$ cat src/rtl/mem_block_mover.sv
// mem_block_mover: copies (or, with MOVER_FILL_EN, fills) a block of words over the data-memory port.
//   clk, reset (async, active-high)
//   start, src, dst, len        request and operands, latched when accepted in IDLE
//   fill, pattern               fill-mode request and fill word (used only when MOVER_FILL_EN is defined)
//   busy, done, err             status: busy outside IDLE, one-cycle done pulse, err flags a rejected request
//   mem_rd, mem_wr, mem_addr, mem_wdata, mem_rdata   memory port (combinational read, write on clock edge)
module mem_block_mover #(
   parameter int RAM_SIZE = 256,
   parameter int LEN_W = 9
) (
   input  logic             clk,
   input  logic             reset,
   input  logic             start,
   input  logic [31:0]      src,
   input  logic [31:0]      dst,
   input  logic [LEN_W-1:0] len,
   input  logic             fill,
   input  logic [31:0]      pattern,
   output logic             busy,
   output logic             done,
   output logic             err,
   output logic             mem_rd,
   output logic             mem_wr,
   output logic [31:0]      mem_addr,
   output logic [31:0]      mem_wdata,
   input  logic [31:0]      mem_rdata
);
   typedef enum logic [1:0] {IDLE, READ, WRITE, DONE} state_t;
   state_t state;
   logic [31:0] src_q, dst_q;
   logic [LEN_W-1:0] len_q, idx, idx_nx;
   logic desc_q, fill_q, fill_on, bad, desc_in, last;
   logic [31:0] fill_word;
   logic [32:0] src_end, dst_end;
`ifdef MOVER_FILL_EN
   assign fill_on = fill;
   assign fill_word = pattern;
`else
   // fill and pattern remain as ports only; every request is a copy
   assign fill_on = fill & 1'b0;
   assign fill_word = pattern & 32'd0;
`endif
   // 33-bit ends so a block running past the top of the address space is rejected, not wrapped
   assign src_end = {1'b0, src} + 33'(len);
   assign dst_end = {1'b0, dst} + 33'(len);
   assign bad = (!fill_on && src_end > 33'(RAM_SIZE)) || dst_end > 33'(RAM_SIZE);
   // destination overlapping the tail of the source: copy from the top down
   assign desc_in = !fill_on && dst > src && {1'b0, dst} < src_end;
   assign idx_nx = idx + LEN_W'(1);
   assign last = idx_nx == len_q;
   function automatic logic [31:0] off(input logic d, input logic [LEN_W-1:0] l, input logic [LEN_W-1:0] i);
      return d ? 32'(l) - 32'(i) - 32'd1 : 32'(i);
   endfunction
   always_ff @(posedge clk or posedge reset)
      if (reset) begin
         state <= IDLE;
         src_q <= '0;
         dst_q <= '0;
         len_q <= '0;
         idx <= '0;
         desc_q <= 1'b0;
         fill_q <= 1'b0;
         busy <= 1'b0;
         done <= 1'b0;
         err <= 1'b0;
         mem_rd <= 1'b0;
         mem_wr <= 1'b0;
         mem_addr <= '0;
         mem_wdata <= '0;
      end else
         case (state)
            IDLE:
               if (start) begin
                  src_q <= src;
                  dst_q <= dst;
                  len_q <= len;
                  fill_q <= fill_on;
                  desc_q <= desc_in;
                  idx <= '0;
                  busy <= 1'b1;
                  if (bad || len == '0) begin
                     state <= DONE;
                     done <= 1'b1;
                     err <= bad;
                  end else if (fill_on) begin
                     state <= WRITE;
                     mem_wr <= 1'b1;
                     mem_addr <= dst;
                     mem_wdata <= fill_word;
                  end else begin
                     state <= READ;
                     mem_rd <= 1'b1;
                     mem_addr <= src + off(desc_in, len, LEN_W'(0));
                  end
               end
            READ: begin
               state <= WRITE;
               mem_rd <= 1'b0;
               mem_wr <= 1'b1;
               mem_addr <= dst_q + off(desc_q, len_q, idx);
               mem_wdata <= mem_rdata;
            end
            WRITE: begin
               idx <= idx_nx;
               if (last) begin
                  state <= DONE;
                  mem_wr <= 1'b0;
                  mem_addr <= '0;
                  mem_wdata <= '0;
                  done <= 1'b1;
               end else if (fill_q)
                  mem_addr <= dst_q + 32'(idx_nx);
               else begin
                  state <= READ;
                  mem_wr <= 1'b0;
                  mem_wdata <= '0;
                  mem_rd <= 1'b1;
                  mem_addr <= src_q + off(desc_q, len_q, idx_nx);
               end
            end
            DONE: begin
               state <= IDLE;
               busy <= 1'b0;
               done <= 1'b0;
               err <= 1'b0;
            end
            default: state <= IDLE;
         endcase
endmodule
$ cat config.mk
export PLATFORM = sky130hd
export DESIGN_NAME = mem_block_mover
export DESIGN_NICKNAME = d
export VERILOG_FILES = /design/src/rtl/mem_block_mover.sv
export SDC_FILE = /design/constraint.sdc
export NUM_CORES = 1
export LEC_CHECK = 0
export BUFFER_PORTS_ARGS = -buffer_cell sky130_fd_sc_hd__buf_4
export CAP_MARGIN = 20
export CORE_MARGIN = 10
export CORE_UTILIZATION = 25
export DETAILED_ROUTE_END_ITERATION = 8
export HOLD_SLACK_MARGIN = 0.02
export PLACE_DENSITY_LB_ADDON = 0.05
export SLEW_MARGIN = 20
export SYNTH_ARGS = -nofsm -noshare
export SYNTH_HDL_FRONTEND = slang
export SYNTH_SLANG_ARGS = --single-unit
$ cat constraint.sdc
create_clock -name clk -period 11.38 [get_ports clk]
set_input_delay 0 -clock clk [delete_from_list [all_inputs] [get_ports clk]]
set_output_delay 0 -clock clk [all_outputs]
set_load 0.01 [all_outputs]
Word level (Yosys, flattened, before mapping)

Cells that the tools add are included.

Reductions and logical operators: 17
Magnitude comparators: 4
Add/subtract/negate cells: 11
Equal/unequal tests: 9
Mux-type cells: 28

Operators with widths:

| operator                                                                          | number |
|---|---|
| 32-bit two-way mux                                                                | 6 |
| 32-bit adder                                                                      | 3 |
| 32-bit one-hot mux with 3 select lines                                            | 1 |
| 32-bit by 9-bit adder with 33-bit output                                          | 2 |
| 33-bit by 9-bit greater-than comparator with 1-bit output (second input constant) | 2 |
| 32-bit one-hot mux with 2 select lines                                            | 1 |
| 32-bit by 33-bit < comparator with 1-bit output                                   | 1 |
| 32-bit greater-than comparator                                                    | 1 |
| 10-bit by 2-bit subtractor with 11-bit output (second input constant)             | 2 |
| 9-bit by 9-bit subtractor with 10-bit output                                      | 2 |
| 9-bit one-hot mux with 2 select lines                                             | 1 |
| 2-bit inequality test (second input constant)                                     | 5 |
| 9-bit by 1-bit subtractor with 10-bit output (second input constant)              | 1 |
| 9-bit by 1-bit adder with 9-bit output (second input constant)                    | 1 |
| 9-bit equality test                                                               | 1 |
| 9-bit logical NOT                                                                 | 1 |
| 1-bit two-way mux                                                                 | 9 |
| 9-bit two-way mux                                                                 | 1 |
| 2-bit one-hot mux with 4 select lines                                             | 1 |
| 4-bit AND reduction                                                               | 2 |
| 2-bit two-way mux                                                                 | 3 |
| 1-bit one-hot mux with 2 select lines                                             | 3 |
| 1-bit one-hot mux with 3 select lines                                             | 2 |
| 2-bit AND reduction                                                               | 3 |
| other kinds (8)                                                                   | 14 |

Output and inout bits: 69
Flip-flop bits (word level): 154
Input port bits: 141
Logic and storage cells: 82

Depth between registers and ports, before layout

Gate-level depths: netlist of run 1.

Depth after elaboration: 8
Depth in mapped cells: 32
Mapped depth without buffers: 30

Worst setup path after synthesis of run 1

Ideal clock, no wire load.

Path type: reg-to-reg
From: reg idx[0]
To: reg mem_addr[31]
Buffers on the path: 0
Slack: 4.636 ns
Data required time: 11.251 ns
Library setup time: 0.129 ns
Stages on the path, launching flop included: 22
Data arrival time: 6.616 ns
Path through: dfrtp_1 -> ha_1 -> xnor2_1 -> ha_1 -> or2_2 -> o31a_1 -> xor2_1 -> a2111oi_0 -> o2111ai_1 -> a21boi_0 -> ha_1 -> a21oi_1 -> o21ai_0 -> o41ai_1 -> o211ai_1 -> o221a_2 -> a311o_1 -> a31oi_1 -> xnor2_1 -> o2111ai_1 -> nor3b_1 -> a211oi_2

Cells in the longest elaborated chain, start to end: 7
Elaborated cells on any way between the ends: 12
Classes of those cells: 7 x add/sub; 1 x eq/ne; 4 x mux

Ends and longest elaborated chain:

| what                                          | RTL line | RTL |
|---|---|---|
| start, declared                               | 31       | `logic [LEN_W-1:0] len_q, idx, idx_nx;` |
| start signal, assigned                        | 104      | `idx <= idx_nx;` |
| 9-bit by 1-bit adder with 9-bit output        | 49       | `assign idx_nx = idx + LEN_W'(1);` |
| 9-bit by 9-bit subtractor with 10-bit output  | 52       | `return d ? 32'(l) - 32'(i) - 32'd1 : 32'(i);` |
| 10-bit by 2-bit subtractor with 11-bit output | 52       |  |
| 32-bit two-way mux                            | 52       |  |
| 32-bit adder                                  | 118      | `mem_addr <= src_q + off(desc_q, len_q, idx_nx);` |
| 32-bit two-way mux                            | 105      | `if (last) begin` |
| 32-bit one-hot mux with 3 select lines *      | 71       | `case (state)` |
| end signal, assigned                          | 100      | `mem_addr <= dst_q + off(desc_q, len_q, idx);` |
| end signal, assigned                          | 112      | `mem_addr <= dst_q + 32'(idx_nx);` |
| end signal, assigned                          | 118      |  |
| end, declared                                 | 24       | `output logic [31:0] mem_addr,` |

Every way passes the cells marked *; elsewhere a longest branch is shown, timed or not.
A chain may end at the register's enable or synchronous reset.

Final worst setup path of run 1

From: in src[0]
To: reg mem_addr[31]

Cells in the longest elaborated chain, start to end: 8
Elaborated cells on any way between the ends: 14
Classes of those cells: 2 x add/sub; 3 x order compare; 1 x eq/ne; 4 x mux; 4 x reduce/logical

Ends and longest elaborated chain:

| what                                            | RTL line | RTL |
|---|---|---|
| start, declared                                 | 14       | `input logic [31:0] src,` |
| 32-bit by 9-bit adder with 33-bit output        | 44       | `assign src_end = {1'b0, src} + 33'(len);` |
| 32-bit by 33-bit < comparator with 1-bit output | 48       | `assign desc_in = !fill_on && dst > src && {1'b0, dst} < src_end;` |
| 1-bit logical AND                               | 48       |  |
| 32-bit two-way mux                              | 52       |  |
| 32-bit adder                                    | 93       | `mem_addr <= src + off(desc_in, len, LEN_W'(0));` |
| 32-bit two-way mux                              | 81       | `if (bad \|\| len == '0) begin` |
| 32-bit two-way mux                              | 73       | `if (start) begin` |
| 32-bit one-hot mux with 3 select lines          | 71       |  |
| end signal, assigned                            | 88       | `mem_addr <= dst;` |
| end signal, assigned                            | 93       |  |
| end signal, assigned                            | 100      |  |

Parallel ways exist; a longest one is shown, timed or not. The select of a mux whose other input is x is not followed.

==> impl_metrics.py, run 1 <==
metrics = {
    "outcome": {
        "status": "complete, no violations",
    },
    "cells_and_area": {
        "drive_above_1_share": 0.142,
        "antenna_cells": 0,
        "final_cells": 3008,
        "final_area_um2": 20000,
        "fillCellCount": 6662,
        "area_growth_pct": 24.7,
        "fin_nets": 2496,
    },
    "timing": {
        "fin_crit_sh": 0.690,
        "setup_tns_ps": 0,
        "period_minus_slack_ps": 7850,
        "rsz0062_at_grt": "no",
        "hold_violations": 0,
        "slew_viol_final": 0,
        "worst_pin_slew_ps": 1070,
        "setup_ws_ps": 3530,
        "slew_headroom": 0.269,
        "skew_ps": 18.0,
        "fmax_mhz": 127,
        "setup_violations": 0,
    },
    "drt": {
        "drc_errors": 0,
        "vias": 15200,
        "antenna_left": 0,
        "wl_um": 63300,
        "drt-initial-drc-count": 781,
        "wl_per_cell_um": 21.1,
        "drtPass1Iterations": 5,
        "viasPerCell": 5.07,
    },
    "logic_synthesis": {
        "async_flop_share": 1.00,
        "synth-seq-cells": 154,
        "synth_top_flop_cell": "dfrtp_1",
        "yosysMostFrequentCell": "ha_1",
        "yosys_warnings": 0,
        "yosysSeqAreaShare": 0.241,
        "ys_top_cells_by_area": "dfrtp_1, ha_1, xnor2_1",
        "synth_area_per_cell_um2": 8.47,
        "netlist_area_um2": 16000,
        "synth_edf_count": 0,
        "synth_commonest_cells": "ha_1, dfrtp_1, o21ai_0, a21oi_1, nand2_1",
        "synth_top_cell_by_area": "dfrtp_1",
        "synthCells": 1890,
        "yosysUniqueCellTypes": 85,
        "synth_nets": 2237,
        "yosysTopAreaCellShare": 0.241,
    },
    "global_routing": {
        "top_usage_layer": "met2",
        "grtUsageMet1": 0.236,
        "grt_pass1_wl_um": 95400,
        "grt_start_max_net_pins": 105,
        "grt_usage": 0.167,
        "antenna_found_initial": 0,
        "grt_pass1_vias": 15300,
        "use_met3": 0.0253,
        "grt-ovfl-total": 0,
        "grt_use_met2": 0.263,
    },
    "worst_setup_path": {
        "reg2reg_depth": 23,
        "setup.worst_path.end_class": "flip-flop",
        "cp_data_arrival_time_ps": 8270,
        "crit_fanout": 23,
        "cp-start-kind": "input pin",
        "crit_required_ps": 11800,
        "cp_slowest_cell": "dlygate4sd3_1",
        "slowest_delay_ps": 530,
        "crit_top_cell": "o21ai_0",
        "worstSetupPathType": "in -> reg",
    },
    "run": {
        "maxCapViolCount": 0,
    },
    "place": {
        "dp.cells": 2869,
        "io_buffers": 176,
        "place_ws_ps": 3320,
        "dpl-instance-area_um2": 18300,
        "place_congestion": 0.832,
        "dpl.hpwl_um": 50500,
    },
    "die": {
        "ios": 210,
        "die_x_um": 273,
        "rows": 92,
        "start_util": 0.253,
        "fp.dieH_um": 273,
        "core_area_um2": 63200,
        "die-area_um2": 74500,
    },
    "clocking": {
        "ctsLongestPathBuffers": 2,
        "cts_tree": "built",
        "cts_post_setup_buffers_inserted": 0,
        "clock-sinks": 154,
        "cts_root_buf": "clkbuf_16",
        "clkSlewWorstSetupHoldPaths_ps": 70,
        "insertion_delay_ps": 500,
        "cts_buffers": 17,
        "htree_levels": 4,
    },
    "power_and_ir_drop": {
        "power.density_nw_per_um2": 243,
        "irDropWorstVdd_uv": 218,
        "p_leak_uw": 0.00904,
        "power_uw": 4840,
    },
    "worst_hold_path": {
        "hp-class": "in -> async",
    },
}
==> kinds of logic after synthesis <==
family,Yosys count,share of synthesized area
fa+ha+maj,206,0.164
mux,61,0.0414
simple gates,539,0.173
buf+inv,161,0.0391
xor+xnor,153,0.0837
flops,154,0.241
compound gates,616,0.258
==> cell usage in the layout (no fill, tap or decap), drive strengths merged, types with 32 or more instances in the layout <==
master       count
nand4           32
o21ai          152
xor2            50
nand2          130
buf            188
nor2           124
ha             199
a22o            37
xnor2          103
nor3            40
a21oi          133
a21o            70
dfrtp          154
inv            113
nand3           60
mux2            41
dlygate4sd3    107
==> final cells by class <==
type                    count  area, um2  area share
repair buffers            295       2490       0.125
inverters                 106        403      0.0202
clock buffers              17        425      0.0213
multi-input cells        1575      11600       0.580
well taps                 846       1060      0.0530
clock inverters            15        160     0.00803
flip-flops and latches    154       3850       0.193
==> routing by layer <==
metal,part of all wire,vias to the layer above
li1,-,7608
met1,0.51,7329
met2,0.44,267
met3,0.034,38
met4,0.014,0
met5,0,-
==> where the power goes <==
part / internal, uW / total, uW / switching (uW) / leakage [uW]
combinational: 1300 / 3190 / 1890 / 0.00687
sequential: 818 / 1050 / 231 / 0.00188
clock: 310 / 606 / 295 / 0.000290
==> per-stage QoR <==
| stage | hold WS (ps) | util |
|---|---|---|
| 3_5_place_dp | 216 | 0.289 |
| 4_1_cts | 222 | 0.316 |
| 2_1_floorplan | 128 | - |
| 5_1_grt | 244 | 0.316 |
| 3_3_place_gp | 215 | 0.289 |
| 6_report | 227 | 0.316 |
==> worst paths after layout <==
check,startpoint,endpoint,slack [ps]
max reg2reg,idx[0],mem_addr[30],4210
min,reset,mem_wdata[22],230
max,src[0],mem_addr[31],3530
min in group clk,mem_rdata[7],mem_wdata[7],260
max in group asynchronous,reset,src_q[23],9620
min reg2reg,len_q[0],len_q[0],490
==> sequential cells by signal, summed over array words and instances, names as in the netlist <==
| signal | cells |
|---|---|
| err | 1 |
| src_q | 32 |
| len_q | 9 |
| mem_wr | 1 |
| desc_q | 1 |
| busy | 1 |
| mem_rd | 1 |
| mem_wdata | 32 |
| dst_q | 32 |
| state | 2 |
| mem_addr | 32 |
| done | 1 |
| idx | 9 |
==> worst max-delay path: cells and delay by family <==
| kind | cells | cell delay [ps] |
|---|---|---|
| AO/OA/AOI/OAI | 16 | 4250 |
| adder cells (fa/ha/maj) | 4 | 1420 |
| AND/OR/NAND/NOR | 4 | 1140 |
| buffers and inverters | 3 | 930 |
| XOR/XNOR | 2 | 520 |
==> timing repair <==
action | in CTS | in global routing
resized for setup | 0 | 0
hold endpoints to repair | 193 | 0
hold buffers | 107 | 0
Power figures use the tool's default switching activity.
==> inputs of run 2 (changes only) <==
==> constraint.sdc (replaced) <==
create_clock -name clk -period 8.1 [get_ports clk]
set_input_delay 0 -clock clk [delete_from_list [all_inputs] [get_ports clk]]
set_output_delay 0 -clock clk [all_outputs]
set_load 0.01 [all_outputs]
==> impl_metrics.py, run 2 (synthesis results as in run 1) <==
metrics = {
    "worst_hold_path": {
        "min_path_cells": 3,
        "hp-start": "src[13]",
        "min_to": "src_q[13]",
        "hp-class": "in -> reg",
    },
    "place": {
        "place_ws_ps": 737,
        "io_buffers": 176,
        "dpl.hpwl_um": 51000,
        "dpl-instance-area_um2": 18400,
        "place_congestion": 0.849,
    },
    "worst_setup_path": {
        "worstSetupPathDepth": 29,
        "reg2reg_from": "idx[0]",
        "setup.worst_path.end_class": "flip-flop",
        "crit_fanout": 9,
        "r2r_setup_slack_ps": 940,
        "slowest_delay_ps": 540,
        "crit_buf_inv": 3,
        "worstSetupPathType": "in -> reg",
        "reg2reg_depth": 25,
        "cp-start-kind": "input pin",
        "crit_family": "compound AO/OA/AOI/OAI gates",
        "r2r-end": "mem_addr[30]",
        "cp_slowest_cell": "dlygate4sd3_1",
        "cp_data_arrival_time_ps": 7800,
        "crit_required_ps": 8480,
    },
    "cells_and_area": {
        "area_growth_pct": 25.0,
        "antenna_cells": 0,
        "fin_nets": 2502,
        "fillCellCount": 6620,
        "final_common_cell": "ha_1",
        "drive_above_1_share": 0.146,
        "multi_input_area_um2": 11600,
        "final_area_um2": 20000,
        "seq_area_um2": 3850,
        "mostFrequentLayoutCells": "ha_1, buf_4, dfrtp_1, o21ai_0, a21oi_1",
        "final_util": 0.317,
    },
    "timing": {
        "fmax_mhz": 135,
        "rsz0062_at_grt": "no",
        "fin_crit_sh": 0.915,
        "worst_pin_slew_ps": 948,
        "period_minus_slack_ps": 7410,
        "setup_violations": 0,
        "setup_ws_ps": 687,
        "hold_violations": 0,
        "skew_ps": 12.3,
        "slew_viol_final": 0,
        "slew_headroom": 0.368,
        "setup_tns_ps": 0,
    },
    "drt": {
        "drtPass1Iterations": 5,
        "viasPerCell": 5.08,
        "antenna_left": 0,
        "wl_per_cell_um": 21.2,
        "drt-initial-drc-count": 882,
        "vias": 15300,
        "wl_um": 63800,
        "drc_errors": 0,
    },
    "die": {
        "start_util": 0.253,
        "fp.dieH_um": 273,
        "die-area_um2": 74500,
        "ios": 210,
        "die_x_um": 273,
        "rows": 92,
        "core_area_um2": 63200,
    },
    "global_routing": {
        "grt_pass1_wl_um": 97600,
        "antenna_found_initial": 2,
        "grt_pass1_vias": 15700,
        "top_usage_layer": "met2",
        "grt_usage": 0.170,
        "grt-ovfl-total": 0,
        "grt_start_max_net_pins": 91,
        "grt_use_met2": 0.270,
        "use_met3": 0.0199,
        "grtUsageMet1": 0.239,
    },
    "clocking": {
        "insertion_delay_ps": 460,
        "cts_root_buf": "clkbuf_16",
        "cts_buffers": 17,
        "htree_levels": 4,
        "clock-sinks": 154,
        "clkSlewWorstSetupHoldPaths_ps": 70,
        "ctsLongestPathBuffers": 2,
        "cts_tree": "built",
    },
    "run": {
        "maxCapViolCount": 0,
    },
    "outcome": {
        "status": "complete, no violations",
    },
    "power_and_ir_drop": {
        "irDropWorstVdd_uv": 178,
        "power.density_nw_per_um2": 342,
        "p_leak_uw": 0.00907,
    },
}
run 2: cell types whose count changed in the layout (fill, tap and decap cells not counted), sizes merged:
cell / delta
buf: +8
bufinv: +1
clkinv: -1
clkinvlp: +1
dlygate4sd3: -2
inv: -1
run 2: layer usage:
metal,vias to the layer above,part of all wire
met3,58,0.033
li1,7630,-
met5,-,0
met1,7300,0.50
met2,310,0.45
met4,0,0.018
run 2: what timing repair did:
item / 4_1_cts / 5_1_grt
gates resized for setup: 0 / 0
hold buffers: 105 / 0
hold endpoints to repair: 196 / 0
buffers inserted: 0 / 0
run 2: worst max path at each step:
| stage | from | to | slack [ps] |
|---|---|---|---|
| 2_1_floorplan | idx[0] | mem_addr[31] | 1360 |
| 3_3_place_gp | src[0] | mem_addr[31] | 780 |
| 3_5_place_dp | src[0] | mem_addr[31] | 740 |
| 4_1_cts | src[0] | mem_addr[31] | 640 |
| 5_1_grt | len[0] | mem_addr[31] | 90 |
| 6_report | src[0] | mem_addr[31] | 690 |
run 2: power by group:
part | internal (uW) | total (uW) | switching [uW]
sequential | 1150 | 1470 | 324
clock | 467 | 865 | 398
combinational | 1830 | 4500 | 2670
run 2: tightest hold or removal path, delay by kind of cell:
kind / cells / cell delay, ps
AOI/OAI and AO/OA: 1 / 200
buffers and inverters: 2 / 330
run 2: layout make-up:
class	count	area share
Multi-Input combinational cell	1575	0.578
Clock buffer	17	0.0213
Clock inverter	15	0.00907
Inverter	106	0.0201
Sequential cell	154	0.193
Tap cell	846	0.0529
Timing Repair Buffer	301	0.126
run 2: metrics by stage:
step | std cells | hold slack [ps] | total power, uW
6_report | 3014 | 108 | 6840
4_1_cts | 3014 | 55.9 | 6930
3_5_place_dp | 2877 | 217 | 5970
2_1_floorplan | 1890 | 128 | 4430
5_1_grt | 3014 | 129 | 7490
3_3_place_gp | 2877 | 215 | 5940
